**src/rtl/if_prefetch_if.sv**
```systemverilog
// Fetch-stage bundle: ROM request/return port, decode-side queue head, and redirect.
// master = prefetch stage, slave = surrounding ROM/decode environment.
interface if_prefetch_if #(
    parameter int ADDR_W = 32,
    parameter int INST_W = 32
);
    logic              flush_i;
    logic [ADDR_W-1:0] flush_pc_i;
    logic              stall_i;
    logic [ADDR_W-1:0] rom_addr_o;
    logic              r_enable_o;
    logic              rom_busy_i;
    logic              rom_done_i;
    logic [INST_W-1:0] rom_data_i;
    logic [ADDR_W-1:0] pc_o;
    logic [INST_W-1:0] inst_o;
    logic              valid_o;
    logic              stall_req_o;

    modport master (
        input  flush_i, flush_pc_i, stall_i, rom_busy_i, rom_done_i, rom_data_i,
        output rom_addr_o, r_enable_o, pc_o, inst_o, valid_o, stall_req_o
    );

    modport slave (
        output flush_i, flush_pc_i, stall_i, rom_busy_i, rom_done_i, rom_data_i,
        input  rom_addr_o, r_enable_o, pc_o, inst_o, valid_o, stall_req_o
    );
endinterface

```
**src/rtl/if_prefetch.sv**
```systemverilog
// Instruction-fetch stage: runs sequential ROM fetches ahead of decode into a DEPTH-entry
// queue of {pc, inst}; a redirect flushes the queue and drops any in-flight return.
module if_prefetch #(
    parameter int                ADDR_W   = 32,
    parameter int                INST_W   = 32,
    parameter int                DEPTH    = 4,
    parameter logic [ADDR_W-1:0] RESET_PC = '0
) (
    input  logic          clk,
    input  logic          rst,
    if_prefetch_if.master bus
);
    localparam int                PTR_W   = $clog2(DEPTH);
    localparam int                CNT_W   = $clog2(DEPTH + 1);
    localparam logic [ADDR_W-1:0] PC_STEP = ADDR_W'(INST_W / 8);
    localparam logic [CNT_W-1:0]  FULL    = CNT_W'(DEPTH);

    typedef enum logic [1:0] {IDLE, REQ, WAIT, DISCARD} state_e;

    state_e            state_q, state_d;
    logic [ADDR_W-1:0] fetch_pc_q, fetch_pc_d;
    logic [ADDR_W-1:0] req_pc_q, req_pc_d;
    logic [CNT_W-1:0]  count_q, count_d;
    logic [PTR_W-1:0]  rd_ptr_q, rd_ptr_d;
    logic [PTR_W-1:0]  wr_ptr_q, wr_ptr_d;
    logic [ADDR_W-1:0] pc_mem_q   [DEPTH];
    logic [INST_W-1:0] inst_mem_q [DEPTH];
    logic              push;
    logic              pop;
    logic              valid;

    assign valid = (count_q != '0);

    // NOTE: every signal written here gets a default first, so no path leaves one unassigned (no latches).
    always_comb begin
        state_d    = state_q;
        fetch_pc_d = fetch_pc_q;
        req_pc_d   = req_pc_q;
        push       = 1'b0;
        pop        = valid && !bus.stall_i;

        case (state_q)
            IDLE: begin
                if (count_q < FULL && !bus.flush_i) begin
                    req_pc_d = fetch_pc_q;
                    state_d  = REQ;
                end
            end
            REQ: begin
                if (!bus.rom_busy_i) state_d = WAIT;
            end
            WAIT: begin
                if (bus.rom_done_i) begin
                    push       = 1'b1;
                    fetch_pc_d = req_pc_q + PC_STEP;
                    state_d    = IDLE;
                end
            end
            DISCARD: begin
                if (bus.rom_done_i) state_d = IDLE;
            end
            default: state_d = IDLE;
        endcase

        // A redirect wins over queue traffic; an accepted request still owes one return to drop.
        if (bus.flush_i) begin
            push       = 1'b0;
            pop        = 1'b0;
            fetch_pc_d = bus.flush_pc_i;
            case (state_q)
                REQ:           state_d = bus.rom_busy_i ? IDLE : DISCARD;
                WAIT, DISCARD: state_d = bus.rom_done_i ? IDLE : DISCARD;
                default:       state_d = IDLE;
            endcase
        end

        rd_ptr_d = rd_ptr_q + PTR_W'(pop);
        wr_ptr_d = wr_ptr_q + PTR_W'(push);
        count_d  = count_q + CNT_W'(push) - CNT_W'(pop);
        if (bus.flush_i) begin
            rd_ptr_d = '0;
            wr_ptr_d = '0;
            count_d  = '0;
        end
    end

    // NOTE: state registers use non-blocking assignments so every flop samples pre-edge values.
    always_ff @(posedge clk or negedge rst) begin
        if (!rst) begin
            state_q    <= IDLE;
            fetch_pc_q <= RESET_PC;
            req_pc_q   <= RESET_PC;
            count_q    <= '0;
            rd_ptr_q   <= '0;
            wr_ptr_q   <= '0;
        end else begin
            state_q    <= state_d;
            fetch_pc_q <= fetch_pc_d;
            req_pc_q   <= req_pc_d;
            count_q    <= count_d;
            rd_ptr_q   <= rd_ptr_d;
            wr_ptr_q   <= wr_ptr_d;
        end
    end

    // NOTE: queue storage is reset on purpose so pc_o/inst_o read zero straight out of reset.
    always_ff @(posedge clk or negedge rst) begin
        if (!rst) begin
            for (int i = 0; i < DEPTH; i++) begin
                pc_mem_q[i]   <= '0;
                inst_mem_q[i] <= '0;
            end
        end else if (push) begin
            pc_mem_q[wr_ptr_q]   <= req_pc_q;
            inst_mem_q[wr_ptr_q] <= bus.rom_data_i;
        end
    end

    assign bus.r_enable_o  = (state_q == REQ);
    assign bus.rom_addr_o  = req_pc_q;
    assign bus.valid_o     = valid;
    assign bus.stall_req_o = ~valid;
    assign bus.pc_o        = pc_mem_q[rd_ptr_q];
    assign bus.inst_o      = inst_mem_q[rd_ptr_q];
endmodule

```
**src/flat_wrapper.sv**
```systemverilog
// flat-port wrapper written by rule: the top's interface ports become plain ports
module if_prefetch_flat 
#(
    parameter int                ADDR_W   = 32,
    parameter int                INST_W   = 32,
    parameter int                DEPTH    = 4,
    parameter logic [ADDR_W-1:0] RESET_PC = '0
)
  (clk, rst, bus_flush_i, bus_flush_pc_i, bus_stall_i, bus_rom_busy_i, bus_rom_done_i, bus_rom_data_i, bus_rom_addr_o, bus_r_enable_o, bus_pc_o, bus_inst_o, bus_valid_o, bus_stall_req_o);
  if_prefetch_if #(.ADDR_W(ADDR_W), .INST_W(INST_W)) bus_i ();
  input  logic clk;
  input  logic rst;
  input wire logic [$bits(bus_i.flush_i)-1:0] bus_flush_i;
  input wire logic [$bits(bus_i.flush_pc_i)-1:0] bus_flush_pc_i;
  input wire logic [$bits(bus_i.stall_i)-1:0] bus_stall_i;
  input wire logic [$bits(bus_i.rom_busy_i)-1:0] bus_rom_busy_i;
  input wire logic [$bits(bus_i.rom_done_i)-1:0] bus_rom_done_i;
  input wire logic [$bits(bus_i.rom_data_i)-1:0] bus_rom_data_i;
  output wire logic [$bits(bus_i.rom_addr_o)-1:0] bus_rom_addr_o;
  output wire logic [$bits(bus_i.r_enable_o)-1:0] bus_r_enable_o;
  output wire logic [$bits(bus_i.pc_o)-1:0] bus_pc_o;
  output wire logic [$bits(bus_i.inst_o)-1:0] bus_inst_o;
  output wire logic [$bits(bus_i.valid_o)-1:0] bus_valid_o;
  output wire logic [$bits(bus_i.stall_req_o)-1:0] bus_stall_req_o;
  assign bus_i.flush_i = bus_flush_i;
  assign bus_i.flush_pc_i = bus_flush_pc_i;
  assign bus_i.stall_i = bus_stall_i;
  assign bus_i.rom_busy_i = bus_rom_busy_i;
  assign bus_i.rom_done_i = bus_rom_done_i;
  assign bus_i.rom_data_i = bus_rom_data_i;
  assign bus_rom_addr_o = bus_i.rom_addr_o;
  assign bus_r_enable_o = bus_i.r_enable_o;
  assign bus_pc_o = bus_i.pc_o;
  assign bus_inst_o = bus_i.inst_o;
  assign bus_valid_o = bus_i.valid_o;
  assign bus_stall_req_o = bus_i.stall_req_o;
  if_prefetch #(.ADDR_W(ADDR_W), .INST_W(INST_W), .DEPTH(DEPTH), .RESET_PC(RESET_PC)) u_core (.clk(clk), .rst(rst), .bus(bus_i));
endmodule
```
**config.mk**
```make
export PLATFORM = sky130hd
export DESIGN_NAME = if_prefetch_flat
export DESIGN_NICKNAME = d
export VERILOG_FILES = /design/src/rtl/if_prefetch_if.sv /design/src/rtl/if_prefetch.sv /design/src/flat_wrapper.sv
export SDC_FILE = /design/constraint.sdc
export NUM_CORES = 1
export LEC_CHECK = 0
export ABC_AREA = 1
export BUFFER_PORTS_ARGS = -buffer_cell sky130_fd_sc_hd__buf_2
export CAP_MARGIN = 5
export CORE_MARGIN = 1
export CORE_UTILIZATION = 45
export CTS_CLUSTER_DIAMETER = 120
export CTS_CLUSTER_SIZE = 16
export DETAILED_ROUTE_END_ITERATION = 12
export GPL_ROUTABILITY_DRIVEN = 1
export SLEW_MARGIN = 20
export SYNTH_ARGS = -nofsm -noshare
export SYNTH_HDL_FRONTEND = slang
export SYNTH_SLANG_ARGS = --single-unit
```
**constraint.sdc**
```tcl
create_clock -name clk -period 2.9 [get_ports clk]
set_input_delay 0.29 -clock clk [delete_from_list [all_inputs] [get_ports clk]]
set_output_delay 0.29 -clock clk [all_outputs]
set_load 0.03 [all_outputs]
```
==> impl_metrics.yaml, run 1 <==
timing:
  tns_ps: 0
  fin_skew_ps: 13.4
  post-route-min-period_ps: 2590
  slew_headroom_pct: 56.4
  timing.fmax_mhz: 386
  tightest_slew_ps: 649
  setup_viol: 0
  fin_crit_sh_pct: 89.4
  slew_violations: 0
  final-hold-violation-count: 0
  rsz0062_at_grt: "false"
floorplanning:
  core-area_sq_um: 32700
  ios: 169
  placementRows: 66
  start_util_pct: 46.0
  die_y_microns: 185
  die_width_microns: 185
  fp.dieArea_sq_um: 34100
synthesis:
  synth-seq-cells: 329
  syn_area_per_cell_sq_um: 8.46
  syn-instance-count: 1778
  ys.flop_type: "dfrtp_1"
  yosysUniqueCellTypes: 34
  ys_seq_area_share_pct: 54.8
  synth_edf_count: 0
  yosysTopAreaCell: "dfrtp_1"
  synthArstFlopShare_pct: 100
  syn_area_sq_um: 15000
  yosysTopAreaCellShare_pct: 54.8
  synth_area_leaders: "dfrtp_1, o21ai_0, nand2_1"
  synth_nets: 1854
  ys_warn_count: 0
pwr:
  power.density_nw_per_um2: 894
  max-vdd-ir-drop_mv: 0.646
  p_leak_uw: 0.00844
global_route:
  first_global_vias: 11900
  grt_pass1_wl_microns: 64500
  grt_max_degree: 130
  grt_overflow: 0
  grt_use_total_pct: 23.8
  antenna_found_initial: 0
hold_path:
  hold_path.class: "input pin to flop"
  min-delay-start: "bus_flush_pc_i[3]"
critical_path:
  cp.required_ps: 2610
  startpoint: "u_core.rd_ptr_q[0]$_DFF_PN0_"
  crit_fanout: 28
  crit_type: "flop to output pin"
  end_kind: "output pin"
  r2r-start: "u_core.count_q[1]$_DFF_PN0_"
  arrival_ps: 2300
  crit_path_start_kind: "flop"
cts:
  cts_buffer_depth: 3
  clkTransAtPathRegs_ps: 70
  cts_tree: "yes"
  clock_sinks: 329
  cts_max_level: 1
  post_cts_buffers: 0
  cts_resized: 0
  clock-root-buffer: "clkbuf_16"
  clock_latency_ps: 540
  cts_hold_buf: 18
  numCtsBuffers: 24
drt:
  first_iter_violations: 919
  wl_microns: 39300
  vias: 12400
  wl_per_cell_microns: 16.7
  ant_nets: 0
  first_pass_iters: 5
  via_per_inst: 5.27
  drc: 0
place:
  placedCellCount: 2303
  place_hpwl_microns: 24900
  gp_routability_congestion: 0.911
  io_buffers: 168
  dpl_cell_area_sq_um: 16300
final_layout:
  final_cell_area_sq_um: 17100
  finalNetCount: 1981
  fin_cells: 2349
  drive_gt1_share_pct: 15.8
  area_delta_synth_final_pct: 13.8
  diodes: 0
  final_util_pct: 52.3
outcome:
  status: "finished clean"
job:
  drv_cap: 0
[cell usage in the layout, fill, tap and decap left out, drive strengths merged]
cell,netlist,layout
nand2,420,420
o21ai,420,420
dfrtp,329,329
nor2,207,207
buf,63,198
inv,123,123
o22ai,65,65
nand3,46,46
clkbuf,52,27
dlygate4sd3,0,18
a21oi,17,17
o211ai,7,7
o221ai,6,6
xor2,5,5
ha,5,5
nor3,3,3
xnor2,2,2
nand4,2,2
o21bai,2,2
clkinv,1,2
and3,1,1
a31oi,1,1
fa,1,1
[path summary, 6_finish.rpt]
path	to	slack (ps)	cells after the start
setup reg to reg	u_core.count_q[2]$_DFF_PN0_	390	11
max in group asynchronous	u_core.inst_mem_q[126]$_DFFE_PN0P_	1660	3
hold / removal	u_core.fetch_pc_q[3]$_DFFE_PN0P_	20	3
hold reg to reg	u_core.inst_mem_q[93]$_DFFE_PN0P_	480	2
setup / recovery	bus_inst_o[20]	310	5
min in group asynchronous	u_core.inst_mem_q[9]$_DFFE_PN0P_	320	2
[synthesized netlist by cell type, types with 2 or more instances]
| cell | number |
|---|---|
| nand2_1 | 418 |
| o21ai_0 | 355 |
| dfrtp_1 | 329 |
| nor2_1 | 204 |
| inv_1 | 118 |
| o22ai_1 | 65 |
| o21ai_2 | 60 |
| clkbuf_1 | 51 |
| buf_2 | 46 |
| nand3_1 | 45 |
| a21oi_1 | 17 |
| buf_6 | 14 |
| o211ai_1 | 7 |
| o221ai_1 | 6 |
| ha_1 | 5 |
| o21ai_1 | 5 |
| xor2_1 | 5 |
| inv_2 | 4 |
| nor2_2 | 3 |
| nor3_1 | 3 |
| buf_4 | 2 |
| nand4_1 | 2 |
| o21bai_1 | 2 |
| xnor2_1 | 2 |
[worst max-delay path, cell delays in order, from the launching register on]
cell and delay (ps):
dfrtp_4 500, clkinv_2 250, buf_4 360, o21ai_0 130
o22ai_1 260, buf_2 260
[power breakdown]
part | leakage [uW] | total [uW] | internal (uW) | switching [uW]
combinational | 0.00375 | 6000 | 1710 | 4290
sequential | 0.00438 | 6170 | 5470 | 698
clock | 0.000315 | 3120 | 1540 | 1590
total | 0.00844 | 15300 | 8720 | 6570
[flip-flops by register name, summed over array words and instances (netlist names)]
name,cells
u_core.inst_mem_q,128
u_core.pc_mem_q,128
u_core.bus.rom_addr_o,32
u_core.fetch_pc_q,32
u_core.count_q,3
u_core.rd_ptr_q,2
u_core.state_q,2
u_core.wr_ptr_q,2
[metrics by stage]
step                      hold slack [ps]  power, uW  setup WS [ps]
after floorplan                     -5.59      10200            536
after detailed placement              337      12300            318
final                                23.3      15300            309
after CTS                           0.112      15400            324
after global placement                340      12200            348
after global routing                 19.9      16300            175
[cell type report]
type | count | area, sq um
Clock inverter | 1 | 8.76
Inverter | 124 | 469
Sequential cell | 329 | 8240
Fill cell | 3159 | 15600
Tap cell | 442 | 553
Clock buffer | 27 | 633
Timing Repair Buffer | 216 | 1430
Multi-Input combinational cell | 1210 | 5780
[kinds of logic (layout without fill, tap and decap cells)]
| logic type | count (synthesis) | in the layout | synth area share [%] |
|---|---|---|---|
| buffers and inverters | 239 | 368 | 7.12 |
| adders and majority gates | 6 | 6 | 0.549 |
| xor gates and xnor gates | 7 | 7 | 0.408 |
| DFF | 329 | 329 | 54.8 |
| and+or+nand+nor | 679 | 679 | 17.6 |
| AOI/OAI and AO/OA | 518 | 518 | 19.6 |
[per-layer routing]
metal / vias to the layer above / part of all wire, % / wire [microns] / GRT usage [%]
met2: 346 / 44 / 17300 / 37.0
li1: 6078 / - / - / -
met3: 57 / 5.2 / 2050 / 3.28
met5: - / 0 / 0 / 0
met4: 0 / 2.2 / 877 / 6.12
met1: 5892 / 49 / 19100 / 34.8
No activity file was read; power rests on OpenSTA's default activity.
==> run 2: changes to the inputs <==
- CTS_BUF_LIST: unset -> sky130_fd_sc_hd__clkbuf_8 sky130_fd_sc_hd__clkbuf_16
- PLACE_DENSITY: unset -> 0.65
==> impl_metrics.yaml, run 2 (synthesized netlist as in run 1, its figures left out) <==
outcome:
  status: "finished clean"
drt:
  first_pass_iters: 6
  wl_microns: 38600
  wl_per_cell_microns: 16.4
  ant_nets: 0
  vias: 12500
  first_iter_violations: 1029
  via_per_inst: 5.34
  drc: 0
timing:
  timing.fmax_mhz: 368
  slew_violations: 0
  rsz0062_at_grt: "false"
  fin_crit_sh_pct: 93.6
  slew_headroom_pct: 44.8
  setup_viol: 0
  tightest_slew_ps: 828
  tns_ps: 0
  post-route-min-period_ps: 2710
  fin_skew_ps: 13.5
  final-hold-violation-count: 0
  setup_slack_ps: 185
floorplanning:
  ios: 169
  core-area_sq_um: 32700
  die_width_microns: 185
  die_y_microns: 185
  start_util_pct: 46.0
  fp.dieArea_sq_um: 34100
  placementRows: 66
hold_path:
  min_path_cells: 3
  hold_end: "u_core.fetch_pc_q[3]$_DFFE_PN0P_"
  hold_path.class: "input pin to flop"
  min-delay-start: "bus_flush_pc_i[3]"
critical_path:
  r2r_slack_ps: 750
  worstPathCellList: "buf_4 > o21ai_0 > o22ai_1 > buf_2"
  r2r-start: "u_core.count_q[2]$_DFF_PN0_"
  cp_slowest_stage_delay_ps: 600
  path_depth: 4
  critPathBufInv: 2
  crit_type: "flop to output pin"
  crit_slowest_cell: "buf_4"
  arrival_ps: 2420
  reg2reg_to: "u_core.count_q[2]$_DFF_PN0_"
  crit_path_start_kind: "flop"
  reg2reg_depth: 11
  end_kind: "output pin"
  crit_fanout: 66
  cp.required_ps: 2610
  critPathTopFamily: "buffers and inverters"
final_layout:
  drive_gt1_share_pct: 15.7
  final_util_pct: 52.2
  mostFrequentLayoutCell: "nand2_1"
  finalNetCount: 1977
  biggestRegsByFlops: "u_core.inst_mem_q: 128 flops, u_core.pc_mem_q: 128 flops"
  fillers: 3180
  layout_common_cells: "nand2_1, o21ai_0, dfrtp_1, nor2_1, buf_2"
  area_delta_synth_final_pct: 13.5
cts:
  cts_max_level: 1
  clock_sinks: 329
  post_cts_buffers: 0
  cts_tree: "yes"
  clkTransAtPathRegs_ps: 70
  cts_buffer_depth: 3
  clock-root-buffer: "clkbuf_16"
  cts_resized: 0
  numCtsBuffers: 24
  clock_latency_ps: 540
pwr:
  finalPower_uw: 15200
  power.density_nw_per_um2: 893
  p_leak_uw: 0.00842
  max-vdd-ir-drop_mv: 0.591
global_route:
  antenna_found_initial: 1
  grt_use_total_pct: 22.9
  grt_max_degree: 130
  first_global_vias: 11700
  grt_overflow: 0
  grt_pass1_wl_microns: 62100
place:
  gp_routability_congestion: 0.929
  io_buffers: 168
  place_hpwl_microns: 24300
  pre_cts_slack_ps: 660
job:
  drv_cap: 0
-- run 2: layer usage --
metal,track usage (%),vias up,routed length [microns]
met5,0,-,0
met4,6.28,0,1020
met3,2.83,66,2210
met2,36.3,372,17300
met1,33.1,6008,18100
li1,-,6070,-
-- run 2: how the worst max path moves through the flow --
stage                                 startpoint                     endpoint  slack [ps]
floorplan            u_core.count_q[1]$_DFF_PN0_  u_core.count_q[2]$_DFF_PN0_         540
global route        u_core.rd_ptr_q[1]$_DFF_PN0_                 bus_pc_o[20]          70
CTS                 u_core.rd_ptr_q[1]$_DFF_PN0_                 bus_pc_o[20]         190
global placement                     bus_flush_i  u_core.count_q[2]$_DFF_PN0_         800
finish              u_core.rd_ptr_q[1]$_DFF_PN0_                 bus_pc_o[20]         190
detailed placement                   bus_flush_i  u_core.count_q[2]$_DFF_PN0_         660
-- run 2: where the power goes --
| part | internal (uW) | switching (uW) | total [uW] |
|---|---|---|---|
| Sequential | 5470 | 701 | 6170 |
| Combinational | 1690 | 4280 | 5970 |
| Clock | 1530 | 1560 | 3090 |
-- run 2: per-stage QoR --
| step | hold WS, ps | instance area [sq um] | cells |
|---|---|---|---|
| CTS | 0.0552 | 17100 | 2345 |
| global placement | 312 | 16200 | 2299 |
| detailed placement | 313 | 16200 | 2299 |
| global route | 15.2 | 17100 | 2345 |
| finish | 17.3 | 17100 | 2346 |
| floorplan | -5.59 | 15000 | 1778 |
-- run 2: final cells by class --
cell class	count	area [sq um]	area share, %
inverter	124	469	2.75
timing repair buffer	212	1380	8.07
clock buffer	25	626	3.67
tap	442	553	3.24
multi-input combinational	1210	5780	33.9
sequential	329	8240	48.3
clock inverter	3	16.3	0.0953
antenna	1	2.50	0.0147
-- run 2: worst min-delay path: cells and delay by family --
kind,cells,cell delay [ps]
AO/OA/AOI/OAI,1,80
buffers and inverters,1,90
AND/OR/NAND/NOR,1,50
-- run 2: what timing repair did --
action,in CTS,in global routing
endpoints found under the hold margin,85,0
setup endpoints to repair,0,0
hold buffers,18,0
==> run 3: changes to the inputs <==
- clock period: 2.9 -> 2.7 ns (I/O delays scaled with it)
==> impl_metrics.yaml, run 3 (synthesized netlist as in run 1, its figures left out) <==
timing:
  post-route-min-period_ps: 2600
  fin_crit_sh_pct: 96.1
  fin_skew_ps: 11.3
  final-hold-violation-count: 0
  tightest_slew_ps: 898
  timing.fmax_mhz: 385
  tns_ps: 0
  rsz0062_at_grt: "false"
  slew_violations: 0
  setup_slack_ps: 105
  setup_viol: 0
  hold_ws_ps: 32.4
  slew_headroom_pct: 40.1
floorplanning:
  start_util_pct: 46.0
  placementRows: 66
  die_y_microns: 185
  ios: 169
  core-area_sq_um: 32700
  fp.dieArea_sq_um: 34100
  die_width_microns: 185
drt:
  via_per_inst: 5.29
  drc: 0
  wl_microns: 38900
  first_pass_iters: 5
  highest_layer: "met4"
  wl_met3_microns: 2550
  vias: 12500
  first_iter_violations: 975
  dr_wl_met2_microns: 17200
  drt-met1-wl_microns: 18100
  ant_nets: 0
  wl_per_cell_microns: 16.5
final_layout:
  biggestRegsByFlops: "u_core.inst_mem_q: 128 flops, u_core.pc_mem_q: 128 flops"
  drive_gt1_share_pct: 15.8
  area_delta_synth_final_pct: 13.9
  diodes: 0
  layout_common_cells: "nand2_1, o21ai_0, dfrtp_1, nor2_1, buf_2"
  final_cell_area_sq_um: 17100
  mostFrequentLayoutCell: "nand2_1"
  finalNetCount: 1989
  fin_cells: 2357
hold_path:
  hold_end: "u_core.fetch_pc_q[21]$_DFFE_PN0P_"
  min-delay-start: "bus_flush_pc_i[21]"
  hold_path.class: "input pin to flop"
  min_path_cells: 5
critical_path:
  cp.required_ps: 2430
  reg2reg_to: "u_core.count_q[2]$_DFF_PN0_"
  crit_fanout: 76
  reg2reg_depth: 11
  r2r_slack_ps: 310
  crit_type: "flop to output pin"
  crit_path_start_kind: "flop"
  end_kind: "output pin"
  arrival_ps: 2330
  r2r-start: "u_core.count_q[1]$_DFF_PN0_"
global_route:
  antenna_found_initial: 0
  grt_pass1_wl_microns: 62700
  grt_overflow: 0
  grt_max_degree: 89
  grt_use_total_pct: 23.2
  first_global_vias: 11800
place:
  place_hpwl_microns: 24700
  io_buffers: 168
  gp_routability_congestion: 1.02
  placedCellCount: 2303
  pre_cts_slack_ps: 350
  dpl_cell_area_sq_um: 16200
pwr:
  max-vdd-ir-drop_mv: 0.587
  p_leak_uw: 0.00845
  power.density_nw_per_um2: 957
cts:
  cts_max_level: 1
  clock-root-buffer: "clkbuf_16"
  clock_sinks: 329
  cts_tree: "yes"
  clkTransAtPathRegs_ps: 80
  cts_buffer_depth: 3
  numCtsBuffers: 24
  clock_latency_ps: 540
  cts_resized: 0
outcome:
  status: "finished clean"
job:
  drv_cap: 0
==> run 3: cell types whose count changed in the layout (fill, tap and decap cells not counted), sizes merged <==
| cell | delta |
|---|---|
| dlygate4sd3 | +8 |
| buf | +4 |
| diode | -1 |
==> run 3: routing by layer <==
metal  track usage [%]  up-vias
li1                  -     6093
met1              33.4     5917
met2              36.0      398
met3              3.44       64
met4              7.34        0
met5                 0        -
==> run 3: timing repair <==
| action | CTS | global route |
|---|---|---|
| setup buffers | 0 | 0 |
| endpoints found under the hold margin | 96 | 0 |
| hold buffers | 26 | 0 |
| endpoints found under the setup margin | 0 | 0 |
==> run 3: through the flow <==
| step | total power (uW) | util, % |
|---|---|---|
| after floorplan | 11000 | - |
| after global placement | 13000 | 49.6 |
| after detailed placement | 13100 | 49.6 |
| after CTS | 16500 | 52.4 |
| after global routing | 17400 | 52.4 |
| final | 16400 | 52.4 |
==> run 3: worst max path at each step <==
| stage | from | endpoint | depth (start not counted) |
|---|---|---|---|
| after global routing | u_core.rd_ptr_q[0]$_DFF_PN0_ | bus_pc_o[16] | 5 |
| after detailed placement | u_core.count_q[1]$_DFF_PN0_ | u_core.count_q[2]$_DFF_PN0_ | 11 |
| after floorplan | u_core.count_q[1]$_DFF_PN0_ | u_core.count_q[2]$_DFF_PN0_ | 11 |
| final | u_core.rd_ptr_q[0]$_DFF_PN0_ | bus_pc_o[16] | 5 |
| after CTS | u_core.rd_ptr_q[0]$_DFF_PN0_ | bus_pc_o[16] | 5 |
| after global placement | u_core.count_q[1]$_DFF_PN0_ | u_core.count_q[2]$_DFF_PN0_ | 11 |
==> run 3: critical path, cell delays in order, from the launching register on <==
cell and delay (ps):
dfrtp_4 500, clkinv_2 170, buf_12 320, o21ai_0 130, o22ai_1 330, buf_2 280
==> run 3: area by class of cell <==
| class | count | area [sq um] |
|---|---|---|
| well taps | 442 | 553 |
| repair buffers | 224 | 1450 |
| fillers | 3125 | 15600 |
| flip-flops and latches | 329 | 8240 |
| clock inverters | 3 | 16.3 |
| multi-input cells | 1210 | 5780 |
| clock buffers | 25 | 626 |
| inverters | 124 | 469 |
==> run 3: report_power, final <==
part,switching [uW],internal [uW],total [uW]
combinational,4640,1840,6490
sequential,724,5880,6600
clock,1660,1640,3300
